## config.mk

```make
export PLATFORM = sky130hd
export DESIGN_NAME = oai_pipe_cell
export DESIGN_NICKNAME = d
export VERILOG_FILES = /design/src/rtl/oai_pipe_pkg.sv /design/src/rtl/oai_pipe_stage.sv /design/src/rtl/oai_pipe_cell.sv
export SDC_FILE = /design/constraint.sdc
export NUM_CORES = 1
export LEC_CHECK = 0
export BUFFER_PORTS_ARGS = -buffer_cell sky130_fd_sc_hd__buf_2
export CAP_MARGIN = 5
export CORE_MARGIN = 2
export CORE_UTILIZATION = 45
export DETAILED_ROUTE_END_ITERATION = 16
export GPL_ROUTABILITY_DRIVEN = 0
export GPL_TIMING_DRIVEN = 0
export HOLD_SLACK_MARGIN = 0.02
export MAX_ROUTING_LAYER = met4
export PLACE_DENSITY = 0.76
export SLEW_MARGIN = 20
export SYNTH_ARGS = -nofsm -noshare
export SYNTH_HDL_FRONTEND = slang
export SYNTH_SLANG_ARGS = --single-unit
```

## constraint.sdc

```tcl
create_clock -name CK -period 1.7 [get_ports CK]
set_input_delay 0.17 -clock CK [delete_from_list [all_inputs] [get_ports CK]]
set_output_delay 0.17 -clock CK [all_outputs]
set_load 0.01 [all_outputs]
```

## src/rtl/oai_pipe_pkg.sv

```systemverilog
// Shared types and the per-lane OAI/AOI reduction used by oai_pipe_cell.
package oai_pipe_pkg;

  typedef enum logic {
    MODE_OAI = 1'b0,
    MODE_AOI = 1'b1
  } mode_e;

  localparam int MAX_GRP  = 8;
  localparam int MAX_GW   = 8;
  localparam int MAX_BITS = MAX_GRP * MAX_GW;

  // Bits beyond ngrp*gw are ignored, so one function serves every legal geometry.
  function automatic logic laneResult(input logic [MAX_BITS-1:0] bits,
                                      input int ngrp,
                                      input int gw,
                                      input mode_e mode);
    logic grpOr;
    logic grpAnd;
    logic allOr;
    logic anyAnd;
    allOr  = 1'b1;
    anyAnd = 1'b0;
    for (int g = 0; g < MAX_GRP; g++) begin
      if (g < ngrp) begin
        grpOr  = 1'b0;
        grpAnd = 1'b1;
        for (int i = 0; i < MAX_GW; i++) begin
          if (i < gw) begin
            grpOr  = grpOr  | bits[6'(g * gw + i)];
            grpAnd = grpAnd & bits[6'(g * gw + i)];
          end
        end
        allOr  = allOr  & grpOr;
        anyAnd = anyAnd | grpAnd;
      end
    end
    return (mode == MODE_OAI) ? ~allOr : ~anyAnd;
  endfunction

endpackage

```

## src/rtl/oai_pipe_stage.sv

```systemverilog
// One pipeline slot: result, mode and valid flag, loaded whenever the slot is
// empty or its contents are leaving on this edge.
module oai_pipe_stage
  import oai_pipe_pkg::*;
#(
  parameter int W = 4
) (
  input  logic         i_ck,
  input  logic         i_rn,
  input  logic         i_inValid,
  input  logic [W-1:0] i_inData,
  input  mode_e        i_inMode,
  input  logic         i_downReady,
  output logic         o_valid,
  output logic [W-1:0] o_data,
  output mode_e        o_mode
);

  logic         r_valid;
  logic [W-1:0] r_data;
  mode_e        r_mode;
  logic         w_load;

  assign w_load = ~r_valid | i_downReady;

  always_ff @(posedge i_ck or negedge i_rn) begin
    if (!i_rn) begin
      r_valid <= 1'b0;
      r_data  <= '0;
      r_mode  <= MODE_OAI;
    end else if (w_load) begin
      r_valid <= i_inValid;
      if (i_inValid) begin
        r_data <= i_inData;
        r_mode <= i_inMode;
      end
    end
  end

  assign o_valid = r_valid;
  assign o_data  = r_data;
  assign o_mode  = r_mode;

endmodule

```

## src/rtl/oai_pipe_cell.sv

```systemverilog
// Multi-lane OAI/AOI cell with a valid/ready pipeline of STAGES slots that
// collapses bubbles and can accept and emit in the same cycle.
module oai_pipe_cell
  import oai_pipe_pkg::*;
#(
  parameter int LANES  = 4,
  parameter int NGRP   = 2,
  parameter int GW     = 2,
  parameter int STAGES = 2
) (
  input  logic                    CK,
  input  logic                    RN,
  input  logic                    IV,
  output logic                    IR,
  input  logic                    MD,
  input  logic [LANES*NGRP*GW-1:0] A,
  output logic                    OV,
  input  logic                    ORDY,
  output logic [LANES-1:0]        Y,
  output logic                    OM
);

  localparam int LANE_BITS = NGRP * GW;

  logic [LANES-1:0] w_result;
  logic [STAGES-1:0] w_valid;
  logic [STAGES:0]   w_ready;
  logic [LANES-1:0]  w_data [STAGES];
  mode_e             w_mode [STAGES];
  logic              r_live;

  for (genvar l = 0; l < LANES; l++) begin : g_lane
    assign w_result[l] = laneResult(MAX_BITS'(A[l*LANE_BITS +: LANE_BITS]),
                                    NGRP, GW, mode_e'(MD));
  end

  // A slot can take new contents if it or any slot after it is empty, or the output is draining.
  always_comb begin
    w_ready         = '0;
    w_ready[STAGES] = ORDY;
    for (int k = STAGES - 1; k >= 0; k--) begin
      w_ready[k] = w_ready[k+1] | ~w_valid[k];
    end
  end

  // Holds IR low until the first clock edge after reset is released.
  always_ff @(posedge CK or negedge RN) begin
    if (!RN) begin
      r_live <= 1'b0;
    end else begin
      r_live <= 1'b1;
    end
  end

  assign IR = r_live & w_ready[0];

  for (genvar k = 0; k < STAGES; k++) begin : g_stage
    logic         w_inValid;
    logic [LANES-1:0] w_inData;
    mode_e        w_inMode;
    if (k == 0) begin : g_first
      assign w_inValid = IV & IR;
      assign w_inData  = w_result;
      assign w_inMode  = mode_e'(MD);
    end else begin : g_next
      assign w_inValid = w_valid[k-1];
      assign w_inData  = w_data[k-1];
      assign w_inMode  = w_mode[k-1];
    end
    oai_pipe_stage #(.W(LANES)) u_stage (
      .i_ck        (CK),
      .i_rn        (RN),
      .i_inValid   (w_inValid),
      .i_inData    (w_inData),
      .i_inMode    (w_inMode),
      .i_downReady (w_ready[k+1]),
      .o_valid     (w_valid[k]),
      .o_data      (w_data[k]),
      .o_mode      (w_mode[k])
    );
  end

  assign OV = w_valid[STAGES-1];
  assign Y  = OV ? w_data[STAGES-1] : '0;
  assign OM = OV & (w_mode[STAGES-1] == MODE_AOI);

endmodule

```

== Yosys cells after proc, flatten, opt, wreduce, memory -nomap -nowiden ==
Cells that the tools add are included.

* Register bits after elaboration: 13
* Logic and storage cells: 53
* Input bits: 21
* Output and inout bits: 7

* Reduce and logical (&&, ||, !) cells: 2
* Bitwise gates (word level): 39
* Mux-type cells: 5

{| class="wikitable"
|+ Operator list
! operator !! count
|-
| $and A1 B1 Y1 || 15
|-
| $or A1 B1 Y1 || 14
|-
| $not A1 Y1 || 10
|-
| $mux W1 || 4
|-
| $mux W4 || 1
|-
| $reduce_and A2 Y1 || 2
|}

== Logic depth before layout (Yosys ltp) ==
* Depth after elaboration: 6
* Mapped depth: 4
* Gate-level depth less buffers: 3

== Hierarchy ==
Synthesis repeated with hierarchy kept, for this count alone.

* Cells, all modules: 51
* Area total of the unflattened synthesis: 711.9 sq um

{| class="wikitable"
|+ By module, submodules not included
! module !! times used !! sequential area each (sq um) !! area an instance (sq um) !! cells an instance
|-
| oai_pipe_stage || 2 || 150.1 || 257.7 || 14
|-
| oai_pipe_cell || 1 || 25.0 || 196.4 || 23
|}

== Least setup slack after synthesis ==
No wires, ideal clock.

* Path type: flip-flop to flip-flop
* From: register g_stage[1].u_stage.r_valid
* To: register g_stage[0].u_stage.r_data[0]
* Buffers on the path: 1
* Required time: 1.575 ns
* Period minus slack after synthesis: 1.280 ns
* Cell stages (with the launch flop): 5
* Setup slack: 0.420 ns
* Setup time: 0.125 ns
* Arrival time: 1.155 ns
* Path through: dfrtp_1 -> nand3b_2 -> and3_4 -> buf_6 -> mux2_4

* Cells in the longest elaborated chain, start to end: 6

{| class="wikitable"
|+ RTL lines
! item !! line !! text
|-
| start, declared || oai_pipe_stage.sv:19 || <nowiki>logic r_valid;</nowiki>
|-
| start signal, assigned || oai_pipe_stage.sv:32 || <nowiki>r_valid <= i_inValid;</nowiki>
|-
| $not A1 Y1 (*) || oai_pipe_cell.sv:42 || <nowiki>w_ready[k] = w_ready[k+1] | ~w_valid[k];</nowiki>
|-
| $or A1 B1 Y1 (*) || oai_pipe_cell.sv:42 ||
|-
| $or A1 B1 Y1 (*) || oai_pipe_stage.sv:24, oai_pipe_cell.sv:42 ||
|-
| $and A1 B1 Y1 || oai_pipe_cell.sv:55 || <nowiki>assign IR = r_live & w_ready[0];</nowiki>
|-
| $and A1 B1 Y1 || oai_pipe_cell.sv:62 || <nowiki>assign w_inValid = IV & IR;</nowiki>
|-
| $reduce_and A2 Y1 (no line) (*) || n/a ||
|-
| end signal, assigned || oai_pipe_stage.sv:34 || <nowiki>r_data <= i_inData;</nowiki>
|-
| end, declared || oai_pipe_stage.sv:20 || <nowiki>logic [W-1:0] r_data;</nowiki>
|}

Every way passes the cells marked *; elsewhere a longest branch is shown, timed or not.
A chain may end at the register's enable or synchronous reset.

== Worst setup path after layout ==
* From: register g_stage[1].u_stage.r_valid
* To: output port IR

* Cells in the longest elaborated chain, start to end: 4

{| class="wikitable"
|+ RTL lines
! item !! line !! text
|-
| $not A1 Y1 || oai_pipe_cell.sv:42 ||
|-
| $or A1 B1 Y1 (2 in a row) || oai_pipe_cell.sv:42 ||
|-
| $and A1 B1 Y1 || oai_pipe_cell.sv:55 ||
|-
| end, declared || oai_pipe_cell.sv:14 || <nowiki>output logic IR,</nowiki>
|}

Every way passes these cells.

==> impl_metrics.yaml <==
sta:
  fin_crit_ps: 1365
  post-route-period-util_pct: 80.27
  max_freq_mhz: 732.8
  timing.final.hold_violations: 0
  fin_ws_ps: 335.3
  slew_violations: 0
  setup_viol: 0
  fin_setup_tns_ps: 0
  fin_skew_ps: 2.699
  rsz0062_at_grt: "false"
routing:
  wl_um: 1237
  drcViolationCount: 0
  first_pass_iters: 3
  drtIter0Drc: 4
  vias: 507
  post_drt_via_cell_ratio: 5.227
  drtAntennaViolNets: 0
  routedWlPerCell_um: 12.75
synthesis:
  synth_edf_count: 0
  synthSimpleGateAreaFrac_pct: 14.02
  synth_compound_gate_area_share_pct: 8.333
  synth-seq-cells: 13
  post-synth-top-count-cell: "dfrtp_1"
  yosysSeqAreaShare_pct: 49.24
  synth_top_family_by_area: "multiplexers"
  ys_top_cells_by_count: "dfrtp_1 (13), mux2_2 (10), and2_2 (6)"
  synth_xor_area_share_pct: 0
  synthAdderAreaFrac_pct: 0
  netlist_top_cells_area: "dfrtp_1 (49%), mux2_2 (17%), mux2_4 (9.1%)"
  synth_cell_types: 13
  syn_nets: 71
  yosysTopAreaCellShare_pct: 49.24
  syn_inst: 50
  synth_ff_type: "dfrtp_1"
  async_flop_share_pct: 100.0
  synth_top_cell_by_area: "dfrtp_1"
  syn_area_per_cell_um2: 13.21
  synth_area_um2: 660.6
  synthMuxAreaShare_pct: 26.14
  synth_warnings: 0
pwr:
  switching_power_mw: 0.2191
  p_comb_share_pct: 28.1
  seqPwrFrac_pct: 50.6
  power_density_nw_per_um2: 998.2
  switching_share_pct: 25.80
  clkPwrFrac_pct: 21.3
  p_leak_nw: 0.4264
  ir_drop_mv: 0.3960
  p_int_mw: 0.6302
grt:
  grt-busiest-layer: "met2"
  grt_pass1_vias: 508
  overflow: 0
  grt_use_met1_pct: 19.62
  grt_use_met2_pct: 28.00
  antenna_found_initial: 0
  grt_pass1_wl_um: 2194
  met3_usage_pct: 3.879
  grt_usage_pct: 17.25
  grt_max_degree: 14
placement:
  portBuffers: 27
  hpwl_um: 1019
  dp_slack_ps: 363.1
final_layout:
  final_util_pct: 63.79
  antenna_cells: 0
  nets: 104
  area_growth_pct: 28.79
  fill_cells: 120
  drive_above_1_share_pct: 64.63
clock_tree:
  numCtsBuffers: 3
  holdBufCountCts: 1
  root_buffer: "clkbuf_4"
  cts_setup_buffers: 0
  ctsResizeCount: 0
  clk_pin_slew_worst_paths_ps: 80
  clock_path_buffers: 2
  cts.htree.levels: 1
  clk_latency_ps: 260
  cts_tree: "built"
  clock-sinks: 13
floorplan:
  initial_core_util_pct: 49.53
  die_w_um: 42.32
  core_area_um2: 1334
  io_pins: 28
  rows: 13
  die-area_um2: 1791
  die_height_um: 42.32
worst_setup_path:
  crit_required_ps: 1530
  start_kind: "register"
  crit_type: "reg2out"
  worst-path-max-fanout: 8
  crit_arrival_ps: 1190
  cp-end-kind: "output port"
min_path:
  worstHoldPathType: "in2reg"
flow_run:
  max-cap-violations: 0
status:
  status: "finished clean"
## final timing paths
kind / startpoint / end / slack (ps) / depth (start not counted)
setup reg to reg: g_stage[1].u_stage.o_valid$_DFFE_PN0P_ / g_stage[0].u_stage.o_data[0]$_DFFE_PN0P_ / 380 / 4
hold / removal: ORDY / g_stage[1].u_stage.o_valid$_DFFE_PN0P_ / 190 / 3
max in group asynchronous: RN / g_stage[1].u_stage.o_mode$_DFFE_PN0P_ / 1140 / 2
hold reg to reg: g_stage[1].u_stage.o_data[0]$_DFFE_PN0P_ / g_stage[1].u_stage.o_data[0]$_DFFE_PN0P_ / 500 / 1
min in group asynchronous: RN / g_stage[0].u_stage.o_mode$_DFFE_PN0P_ / 330 / 2
setup / recovery: g_stage[1].u_stage.o_valid$_DFFE_PN0P_ / IR / 340 / 3
## placed cells by master (no fill, tap or decap)
cell type / netlist / final
a22oi_1: 4 / 4
and2_2: 6 / 6
and3_4: 1 / 1
buf_2: 0 / 27
buf_6: 1 / 1
clkbuf_1: 0 / 1
clkbuf_4: 0 / 3
conb_1: 1 / 1
dfrtp_1: 13 / 13
dlygate4sd3_1: 0 / 1
mux2_2: 10 / 10
mux2_4: 4 / 4
nand2_1: 2 / 2
nand2b_1: 2 / 2
nand3_1: 1 / 1
nand3b_2: 1 / 1
o22ai_1: 4 / 4
## critical path: stages (launching register included)
cell	delay, ps
dfrtp_1	450
nand3b_2	140
and2_2	210
buf_2	130
## metal layers
layer	vias up	wire length (um)
met5	-	0
met4	0	21
met3	2	69
met2	19	649
met1	239	496
li1	247	-
## cell families after synthesis
| kind of cell | after synthesis |
|---|---|
| buf+inv | 1 |
| simple gates | 13 |
| mux | 14 |
| compound gates | 8 |
| flops | 13 |
| other cells | 1 |
## area by class of cell
| type | instances | area, um2 | area share, % |
|---|---|---|---|
| Tap cell | 15 | 18.77 | 2.206 |
| Buffer | 1 | 11.26 | 1.324 |
| Timing Repair Buffer | 28 | 145.1 | 17.06 |
| Multi-Input combinational cell | 36 | 324.1 | 38.09 |
| Clock buffer | 4 | 26.28 | 3.088 |
| Sequential cell | 13 | 325.3 | 38.24 |
## through the flow
step	power (mW)	instance area, um2	hold WS (ps)	std cells
CTS	0.8613	850.8	185.7	97
global placement	0.6600	814.5	64.44	92
floorplan	0.5835	660.6	-125.6	50
detailed placement	0.6775	814.5	69.65	92
global route	0.9102	850.8	211.2	97
finish	0.8493	850.8	190.4	97
## power by group through the flow
stage	combinational (mW)	clock (mW)	sequential, mW
6_report	0.238	0.181	0.430
5_1_grt	0.262	0.206	0.443
4_1_cts	0.242	0.188	0.431
3_5_place_dp	0.239	0	0.438
3_3_place_gp	0.229	0	0.431
2_1_floorplan	0.162	0	0.422
## registers in the layout (all words and copies together), names as in the netlist
signal and cells:
r_live 1, g_stage.u_stage.o_valid 2, g_stage.u_stage.o_data 8, g_stage.u_stage.o_mode 2
Note: power is estimated with default switching activity, not from simulation.
